File: config.mk
export PLATFORM = sky130hd
export DESIGN_NAME = sw_seq_loader
export DESIGN_NICKNAME = d
export VERILOG_FILES = /design/src/rtl/sw_pkg.sv /design/src/rtl/sw_base_encode.sv /design/src/rtl/sw_seq_loader.sv
export SDC_FILE = /design/constraint.sdc
export NUM_CORES = 1
export LEC_CHECK = 0
export CORE_ASPECT_RATIO = 0.8
export CORE_MARGIN = 2
export CORE_UTILIZATION = 40
export DETAILED_ROUTE_END_ITERATION = 7
export GPL_ROUTABILITY_DRIVEN = 1
export SYNTH_ARGS = -nofsm -noshare
export SYNTH_HDL_FRONTEND = slang
export SYNTH_SLANG_ARGS = --single-unit
File: constraint.sdc
create_clock -name clk -period 4.7 [get_ports clk]
set_input_delay 0.94 -clock clk [delete_from_list [all_inputs] [get_ports clk]]
set_output_delay 0.94 -clock clk [all_outputs]
set_load 0.02 [all_outputs]
File: src/rtl/sw_pkg.sv
`default_nettype none
// ============================================================================
//  Module      : sw_pkg
//  Description : Shared definitions for the Smith-Waterman feeder and scorer:
//                2-bit nucleotide codes, default job lengths, FSM states.
//  Revision    : 1.0 - initial release
// ============================================================================
package sw_pkg;

    // Default job geometry (reference bases / query bases per job)
    localparam int REF_LEN_DEF   = 64;
    localparam int QUERY_LEN_DEF = 48;

    // 2-bit nucleotide codes shared with the scorer
    localparam logic [1:0] BASE_A = 2'd0;
    localparam logic [1:0] BASE_C = 2'd1;
    localparam logic [1:0] BASE_G = 2'd2;
    localparam logic [1:0] BASE_T = 2'd3;

    // Loader states: accept host bases, or stream a complete job to the scorer
    typedef enum logic {
        FILL   = 1'b0,
        STREAM = 1'b1
    } sw_state_t;

endpackage
`default_nettype wire

File: src/rtl/sw_base_encode.sv
`default_nettype none
// ============================================================================
//  Module      : sw_base_encode
//  Description : Combinational ASCII nucleotide encoder. Upper and lower case
//                map to the same code; anything else yields code A and bad=1.
//  Revision    : 1.0 - initial release
// ============================================================================
module sw_base_encode
    import sw_pkg::*;
(
    input  logic [7:0] i_char,
    output logic [1:0] o_code,
    output logic       o_bad
);

    // Case-insensitive ACGT lookup; unknown characters are flagged, not dropped
    always_comb begin
        o_code = BASE_A;
        o_bad  = 1'b0;
        case (i_char)
            8'h41, 8'h61: o_code = BASE_A;   // 'A' / 'a'
            8'h43, 8'h63: o_code = BASE_C;   // 'C' / 'c'
            8'h47, 8'h67: o_code = BASE_G;   // 'G' / 'g'
            8'h54, 8'h74: o_code = BASE_T;   // 'T' / 't'
            default:      o_bad  = 1'b1;
        endcase
    end

endmodule
`default_nettype wire

File: src/rtl/sw_seq_loader.sv
`default_nettype none
// ============================================================================
//  Module      : sw_seq_loader
//  Description : Host-side feeder for the Smith-Waterman scorer. Buffers one
//                reference and one query sequence (2-bit encoded) and streams
//                them as one REF_LEN-cycle burst, never overlapping a job the
//                scorer is still computing.
//  Revision    : 1.0 - initial release
// ============================================================================
module sw_seq_loader
    import sw_pkg::*;
#(
    parameter int REF_LEN   = REF_LEN_DEF,
    parameter int QUERY_LEN = QUERY_LEN_DEF,
    parameter int CNT_W     = 7
) (
    input  logic       clk,
    input  logic       reset_n,
    input  logic       in_valid,
    output logic       in_ready,
    input  logic       in_sel,
    input  logic [7:0] in_base,
    input  logic       flush,
    input  logic       sw_finish,
    output logic       valid,
    output logic [1:0] data_ref,
    output logic [1:0] data_query,
    output logic       busy,
    output logic       err_char
);

    localparam int               RIDX_W     = $clog2(REF_LEN);
    localparam int               QIDX_W     = $clog2(QUERY_LEN);
    localparam logic [CNT_W-1:0] c_REF_FULL = CNT_W'(REF_LEN);
    localparam logic [CNT_W-1:0] c_QRY_FULL = CNT_W'(QUERY_LEN);

    sw_state_t        r_state;
    sw_state_t        w_state_nxt;

    logic [1:0]       r_ref_buf [REF_LEN];
    logic [1:0]       r_qry_buf [QUERY_LEN];
    logic [CNT_W-1:0] r_ref_cnt;
    logic [CNT_W-1:0] r_qry_cnt;
    logic [CNT_W-1:0] r_k;

    logic             r_busy;
    logic             r_err;
    logic             r_valid;
    logic [1:0]       r_data_ref;
    logic [1:0]       r_data_qry;

    logic [1:0]       w_code;
    logic             w_bad;
    logic             w_ref_room;
    logic             w_qry_room;
    logic             w_accept;
    logic             w_acc_ref;
    logic             w_acc_qry;
    logic             w_start;
    logic             w_stream_done;

    sw_base_encode u_encode (
        .i_char (in_base),
        .o_code (w_code),
        .o_bad  (w_bad)
    );

    // A full buffer only back-pressures its own selector
    assign w_ref_room = (r_ref_cnt < c_REF_FULL);
    assign w_qry_room = (r_qry_cnt < c_QRY_FULL);
    assign in_ready   = (r_state == FILL) && (in_sel ? w_qry_room : w_ref_room);

    // A base presented in the same cycle as flush is discarded with the rest
    assign w_accept   = in_valid && in_ready && !flush;
    assign w_acc_ref  = w_accept && !in_sel;
    assign w_acc_qry  = w_accept &&  in_sel;

    assign valid      = r_valid;
    assign data_ref   = r_data_ref;
    assign data_query = r_data_qry;
    assign busy       = r_busy;
    assign err_char   = r_err;

    // State register
    always_ff @(posedge clk or negedge reset_n) begin
        if (!reset_n) begin
            r_state <= FILL;
        end else begin
            r_state <= w_state_nxt;
        end
    end

    // Next state: start only with both buffers full, scorer idle and no flush
    always_comb begin
        w_state_nxt   = r_state;
        w_start       = 1'b0;
        w_stream_done = 1'b0;
        case (r_state)
            FILL: begin
                if ((r_ref_cnt == c_REF_FULL) && (r_qry_cnt == c_QRY_FULL) &&
                    !r_busy && !flush) begin
                    w_start     = 1'b1;
                    w_state_nxt = STREAM;
                end
            end
            STREAM: begin
                if (r_k == c_REF_FULL) begin
                    w_stream_done = 1'b1;
                    w_state_nxt   = FILL;
                end
            end
            default: w_state_nxt = FILL;
        endcase
    end

    // Base storage; contents are only read after a full load, so no reset
    always_ff @(posedge clk) begin
        if (w_acc_ref) begin
            r_ref_buf[r_ref_cnt[RIDX_W-1:0]] <= w_code;
        end
        if (w_acc_qry) begin
            r_qry_buf[r_qry_cnt[QIDX_W-1:0]] <= w_code;
        end
    end

    // Fill counters, sticky character error and scorer-busy tracking
    always_ff @(posedge clk or negedge reset_n) begin
        if (!reset_n) begin
            r_ref_cnt <= '0;
            r_qry_cnt <= '0;
            r_err     <= 1'b0;
            r_busy    <= 1'b0;
        end else begin
            if ((r_state == FILL) && flush) begin
                r_ref_cnt <= '0;
                r_qry_cnt <= '0;
                r_err     <= 1'b0;
            end else begin
                if (w_acc_ref) begin
                    r_ref_cnt <= r_ref_cnt + 1'b1;
                end
                if (w_acc_qry) begin
                    r_qry_cnt <= r_qry_cnt + 1'b1;
                end
                if (w_accept && w_bad) begin
                    r_err <= 1'b1;
                end
            end
            if (w_start) begin
                r_err <= 1'b0;
            end
            if (w_stream_done) begin
                r_ref_cnt <= '0;
                r_qry_cnt <= '0;
            end
            // Setting busy wins; a finish pulse with nothing outstanding is ignored
            if (w_stream_done) begin
                r_busy <= 1'b1;
            end else if (sw_finish) begin
                r_busy <= 1'b0;
            end
        end
    end

    // Stream outputs: base 0 leaves on the start edge, then one base per cycle
    always_ff @(posedge clk or negedge reset_n) begin
        if (!reset_n) begin
            r_valid    <= 1'b0;
            r_data_ref <= 2'b00;
            r_data_qry <= 2'b00;
            r_k        <= '0;
        end else if (w_start) begin
            r_valid    <= 1'b1;
            r_data_ref <= r_ref_buf[0];
            r_data_qry <= r_qry_buf[0];
            r_k        <= CNT_W'(1);
        end else if ((r_state == STREAM) && !w_stream_done) begin
            r_valid    <= 1'b1;
            r_data_ref <= r_ref_buf[r_k[RIDX_W-1:0]];
            r_data_qry <= (r_k < c_QRY_FULL) ? r_qry_buf[r_k[QIDX_W-1:0]] : 2'b00;
            r_k        <= r_k + 1'b1;
        end else begin
            r_valid    <= 1'b0;
            r_data_ref <= 2'b00;
            r_data_qry <= 2'b00;
            r_k        <= '0;
        end
    end

endmodule
`default_nettype wire

Word-level counts from Yosys, hierarchy flattened --
Memory sizes are Yosys's and may differ from the RTL's. Cells that the tools add are included.
Cells by class: $add $sub $neg 3, $lt $le $gt $ge 3, equality and inequality tests 11, muxes and demuxes 33, bitwise logic cells 1, reductions and logical operators 23
Operator list (number):
- 8-bit by 7-bit equality test with 1-bit output, second input constant | 8
- 7-bit two-way mux | 8
- 7-bit by 1-bit adder with 7-bit output, second input constant | 3
- 1-bit two-way mux | 18
- 7-bit equality test, second input constant | 2
- 7-bit by 6-bit < comparator with 1-bit output, second input constant | 2
- 1-bit logical AND | 11
- 2-bit two-way mux | 5
- 3-bit nonzero test | 3
- 8-bit OR reduction | 1
- 7-bit by 6-bit equality test with 1-bit output, second input constant | 1
- 7-bit < comparator, second input constant | 1
- 2-bit one-hot mux with 3 select lines | 1
- 2-bit OR reduction | 3
- 1-bit zero test | 4
- 1-bit one-hot mux with 2 select lines | 1
- 2-bit nonzero test | 1
- 1-bit inverter | 1
Word-level totals: flip-flop bits (word level) 29, bits in writable memories 224, input port bits 14, output and inout port bits 8, word-level logic and storage cells 85, memories 2
Memory list:
- r_ref_buf | words 64, bits a word 2, read ports 2, clocked after Yosys merged registers in 0, wr ports 1, RTL line sw_seq_loader.sv:40 | logic [1:0] r_ref_buf [REF_LEN];
- r_qry_buf | words 48, bits a word 2, read ports 2, clocked after Yosys merged registers in 0, wr ports 1, RTL line sw_seq_loader.sv:41 | logic [1:0] r_qry_buf [QUERY_LEN];

Depth between registers and ports, before layout --
depth in word-level cells 9, depth in mapped cells 11, mapped depth without buffers 8

By module --
Synthesis repeated with hierarchy kept, for this count alone.
Second synthesis, totals: cell total of the unflattened synthesis 701, area, all modules 10751.6 um^2
Modules (own cells, without submodules):
- sw_seq_loader | instances 1, cells an instance 690, area each 10666.5 um^2, sequential area each 7452.1 um^2
- sw_base_encode | instances 1, cells an instance 11, area each 85.1 um^2, sequential area each 0.0 um^2

Worst setup path before layout --
No wires, ideal clock.
path kind input to register, start point input port in_base[4], end point memory r_qry_buf[0][0] (data pin), arrival time 5841 ps, data required time 3588 ps, path slack -2252 ps, cell stages on the path 2, path buffers 0, cells stage by stage or3_1 a21boi_0
On the way: word-level cells in the longest chain between the ends 3, elaborated cells on any way between the ends 10, classes of those cells 6 x eq/ne; 1 x mux; 3 x reduce/logical
Ends and longest elaborated chain:
- start, declared | RTL line sw_seq_loader.sv:22 | input logic [7:0] in_base,
- 8-bit by 7-bit equality test with 1-bit output | RTL line sw_base_encode.sv:20 | case (i_char)
- 2-bit OR reduction | RTL line sw_base_encode.sv:20
- 2-bit one-hot mux with 3 select lines (*) | RTL line sw_base_encode.sv:20
- named net u_encode.o_code[0] | RTL line sw_base_encode.sv:12 | output logic [1:0] o_code,
- end, declared | RTL line sw_seq_loader.sv:41
The timed path passes the listed nets; every way through them passes the cells marked *.

Worst setup path after layout --
start point input port in_sel, end point output port in_ready
On the way: word-level cells in the longest chain between the ends 2
Ends and longest elaborated chain:
- start, declared | RTL line sw_seq_loader.sv:21 | input logic in_sel,
- 1-bit two-way mux | RTL line sw_seq_loader.sv:71 | assign in_ready = (r_state == FILL) && (in_sel ? w_qry_room : w_ref_room);
- 1-bit logical AND | RTL line sw_seq_loader.sv:71
- end, declared | RTL line sw_seq_loader.sv:20 | output logic in_ready,
No other way between the ends.

==> flow_results.org <==
** Yosys
- Top cells by area, synth :: sky130_fd_sc_hd__edfxtp_1, sky130_fd_sc_hd__mux4_2, sky130_fd_sc_hd__dfrtp_1
- Cells after synthesis :: 731
- Library cell with the largest summed area after synthesis :: sky130_fd_sc_hd__edfxtp_1
- Parity-gate share of the synthesized area counting xor and xnor cells :: 0.00806
- Synthesized-area fraction occupied by ao, oa, aoi and oai cells :: 0.0376
- Fraction of registers with async set/reset :: 0.115
- Of the total synthesized cell area, the portion taken by full adders, half adders and majority gates is 0.00690.
- For this run, the number of Yosys warnings is 0.
- Synthesis inferred 253 register bits.
- Unique masters post-synth :: 58
- The most used flip-flop cell after synthesis is sky130_fd_sc_hd__edfxtp_1.
- The mapped netlist covers 0.0109 mm^2.
- Multiplexer share of the synthesized area :: 0.121
- The number of nets in the synthesized netlist is 751.
- EDFF count, synth :: 224
- After synthesis, the mean cell area works out to 14.9 um^2.
- Top-area cell type share of the netlist area :: 0.619
- After synthesis, the largest family of logic cells by area is multiplexers.
- Share of the yosys chip area belonging to registers :: 0.685
- Simple-gate share of the synthesized area :: 0.114

** Worst setup path
- For this design, the slowest cell found on the critical path is sky130_fd_sc_hd__clkdlybuf4s50_1.
- Worst Setup Start Kind :: input port
- STA puts the critical path data required time at 3760 ps.
- Crit path kind :: input port to primary output
- Worst EP arrival :: 2660 ps
- Most prevalent standard cell on the critical path :: sky130_fd_sc_hd__clkdlybuf4s50_1
- Cell Chain, Critical Path :: clkdlybuf4s50_1 -> inv_1 -> a211o_1 -> a21oi_1 -> clkdlybuf4s50_1
- For this run, the slowest stage of the critical path takes 660 ps.
- STA classifies the critical path endpoint as a primary output.
- Maximum fanout along the worst path :: 2

** Drt
- For this run, the detailed router's first-pass iteration total came to 5.
- Number of vias per cell after detailed routing :: 5.51
- First DRT Iteration DRCs :: 697
- # DRC :: 0
- Vias after detailed routing :: 6174
- The count of nets left with antenna violations once routing finished came out at 0.
- The routed design has 23500 um of wire.
- After detailed routing, the average wire length per cell comes to 21.0 um.

** Global route
- Across every metal layer, demand over resource in global routing totals 0.169.
- The total overflow left after global routing is 0.
- First-pass GRT wire length :: 36800 um
- Number of antenna violations at the first check in global routing :: 0
- The via count of the first global-routing pass came to 6397.
- Grt peak-use layer :: met2
- In the global route stage, met3 resource usage came out at 0.0246.
- Entering global routing, the biggest net connects 113 pins.
- In the global route stage, met2 resource usage came out at 0.280.
- Met1 usage :: 0.238

** Hold path
- Class of the tightest hold or removal check :: input port to asynchronous set/reset pin

** Clocking
- Buffers added to address setup during post-CTS repair amount to 0.
- After clock tree synthesis, the clock-pin slew on the worst setup and hold paths is 60 ps.
- The clock drives 253 sinks.
- Number of buffers inserted by hold repair at cts :: 0
- Num CTS Buffers :: 26
- TritonCTS built the clock tree.
- Master cell of the clock root buffer :: sky130_fd_sc_hd__clkbuf_16
- Maximum buffer depth of the clock tree :: 3
- Resized cells post-CTS :: 0
- At the later pin of the worst-skew pair, clock insertion delay measures 540 ps.
- CTS built an H-tree with a depth of 1.

** Timing
- Minimum clock period after layout :: 3600 ps
- Max-slew headroom at the worst pin :: 0.252
- Number of pins with negative max-slew slack in the final report :: 0
- Setup violations remaining at the end of the flow were counted as 0.
- Hold Violations, Final :: 0
- In the finished design, the share of the clock period the worst path needs comes to 0.767.
- Summed negative setup slack over all endpoints :: 0 ps
- At the pin with the least slew margin, the transition time is 1120 ps.
- RSZ-0062 raised after global routing :: false
- Highest clock frequency the design can meet :: 278 MHz
- Clock Skew :: 23.1 ps

** Die
- The floorplan step defined a die boundary enclosing 0.0285 mm^2.
- I/O pins :: 22
- Count of standard-cell rows :: 53
- The core region is 0.0265 mm^2.
- The die is 151 um tall.
- Width of the die :: 188 um
- For this configuration, the core starts out at a cell density of 0.410.

** Run
- Max-cap viol count :: 0

** Place
- PortBufs :: 20
- Placed wire-length estimate :: 15000 um
- GPL Wtd Cong :: 0.789

** Cells and area
- The number of antenna diodes in the final layout is 0.
- Measured on the finished design, the core utilization comes to 0.458.
- Fraction of final layout cells sized beyond drive strength 1 :: 0.126
- Fill cells in the final layout number 2347.
- The area growth from synthesis to layout is 11.7%.
- Number of nets in the layout :: 763

** Power and ir drop
- VDD sags by at most 0.280 mV.
- Leakage power :: 3.58 nW
- Power density cells :: 363 mW/mm^2

** Outcome
- Status :: completed
[worst max-delay path, delay by kind of cell]
family                 cells  cell delay [ps]
buffers and inverters      3             1220
AOI/OAI and AO/OA          2              490
[power by group]
part	switching, mW	total, mW	internal [mW]	leakage, nW
logic	0.0190	0.0308	0.0118	1.27
clock network	0.831	1.96	1.12	0.398
registers	0.000152	2.42	2.42	1.92
[path summary, 6_finish.rpt]
kind,endpoint,slack (ps),startpoint,cells past startpoint
setup / recovery,in_ready,1100,in_sel,5
hold / removal,r_ref_cnt[0],500,reset_n,1
setup reg to reg,data_ref[0],1520,r_k[2],6
hold reg to reg,r_ref_cnt[6],530,r_ref_cnt[6],2
max in group asynchronous,r_k[1],3590,reset_n,1
min in group clk,r_ref_cnt[6],530,r_ref_cnt[6],2
[stage by stage]
stage / cell area [um^2] / std cells / hold WS (ps) / setup slack [ps] / power [mW]
finish: 12100 / 1120 / 497 / 1100 / 4.41
global route: 12100 / 1120 / 535 / 1010 / 4.55
CTS: 12100 / 1120 / 506 / 1070 / 4.44
detailed placement: 11300 / 1072 / 505 / 1090 / 2.50
global placement: 11300 / 1072 / 506 / 1130 / 2.50
floorplan: 10900 / 731 / 460 / 1130 / 2.48
[layout make-up]
type                    instances  area [um^2]  share of cell area
inverters                      12         45.0             0.00371
clock buffers                  29          662              0.0545
flip-flops and latches        253         7460               0.614
well taps                     357          447              0.0368
repair buffers                 26          240              0.0198
multi-input cells             424         3140               0.258
clock inverters                19          155              0.0128
[metal layers]
layer | wire (um) | up-vias
li1 | - | 2784
met1 | 10500 | 3157
met2 | 11200 | 200
met3 | 1370 | 33
met4 | 396 | 0
met5 | 0 | -
[cell usage after synthesis, types with 2 or more instances]
| cell type | number |
|---|---|
| sky130_fd_sc_hd__nor4_4 | 2 |
| sky130_fd_sc_hd__nand3b_1 | 3 |
| sky130_fd_sc_hd__nand4_1 | 3 |
| sky130_fd_sc_hd__or4bb_1 | 2 |
| sky130_fd_sc_hd__nand2b_1 | 7 |
| sky130_fd_sc_hd__a21oi_1 | 12 |
| sky130_fd_sc_hd__nand3_1 | 28 |
| sky130_fd_sc_hd__mux4_2 | 33 |
| sky130_fd_sc_hd__o21ai_0 | 10 |
| sky130_fd_sc_hd__o31ai_1 | 2 |
| sky130_fd_sc_hd__xor2_1 | 5 |
| sky130_fd_sc_hd__a22oi_1 | 14 |
| sky130_fd_sc_hd__buf_4 | 5 |
| sky130_fd_sc_hd__nand2_1 | 38 |
| sky130_fd_sc_hd__ha_1 | 6 |
| sky130_fd_sc_hd__buf_1 | 8 |
| sky130_fd_sc_hd__buf_6 | 6 |
| sky130_fd_sc_hd__a22o_1 | 3 |
| sky130_fd_sc_hd__or3b_2 | 2 |
| sky130_fd_sc_hd__nor3_1 | 8 |
| sky130_fd_sc_hd__mux2i_1 | 45 |
| sky130_fd_sc_hd__buf_2 | 13 |
| sky130_fd_sc_hd__or3_1 | 7 |
| sky130_fd_sc_hd__and4_1 | 2 |
| sky130_fd_sc_hd__nor2_1 | 137 |
| sky130_fd_sc_hd__clkbuf_1 | 9 |
| sky130_fd_sc_hd__a31oi_1 | 5 |
| sky130_fd_sc_hd__edfxtp_1 | 224 |
| sky130_fd_sc_hd__inv_1 | 12 |
| sky130_fd_sc_hd__or2_2 | 2 |
| sky130_fd_sc_hd__nor3_2 | 2 |
| sky130_fd_sc_hd__mux2_2 | 4 |
| sky130_fd_sc_hd__mux4_1 | 3 |
| sky130_fd_sc_hd__nor2b_1 | 5 |
| sky130_fd_sc_hd__xnor2_1 | 5 |
| sky130_fd_sc_hd__and2_1 | 5 |
| sky130_fd_sc_hd__o21a_1 | 3 |
| sky130_fd_sc_hd__dfrtp_1 | 29 |
| sky130_fd_sc_hd__nor3b_1 | 3 |
[kinds of logic after synthesis]
logic type                 count (synthesis)
DFF                                      253
buffers and inverters                     54
muxes                                     85
xor gates and xnor gates                  10
adders and majority gates                  6
AOI/OAI and AO/OA                         60
and+or+nand+nor                          263
[sequential cells by signal (all words and copies together) (netlist names)]
| signal | count |
|---|---|
| data_query | 2 |
| busy | 1 |
| data_ref | 2 |
| r_k | 7 |
| valid | 1 |
| r_qry_cnt | 7 |
| r_ref_cnt | 7 |
| r_qry_buf | 96 |
| err_char | 1 |
| r_state | 1 |
| r_ref_buf | 128 |
[cells in the final DEF, fill, tap and decap left out, types with 10 or more instances in the layout]
master	n
sky130_fd_sc_hd__nor2_1	137
sky130_fd_sc_hd__nand2_1	38
sky130_fd_sc_hd__o21ai_0	10
sky130_fd_sc_hd__a22oi_1	14
sky130_fd_sc_hd__mux4_2	33
sky130_fd_sc_hd__edfxtp_1	224
sky130_fd_sc_hd__inv_1	12
sky130_fd_sc_hd__mux2i_1	45
sky130_fd_sc_hd__clkdlybuf4s50_1	19
sky130_fd_sc_hd__a21oi_1	12
sky130_fd_sc_hd__nand3_1	28
sky130_fd_sc_hd__dfrtp_1	27
sky130_fd_sc_hd__clkbuf_16	26
Note: power is estimated with default switching activity, not from simulation.
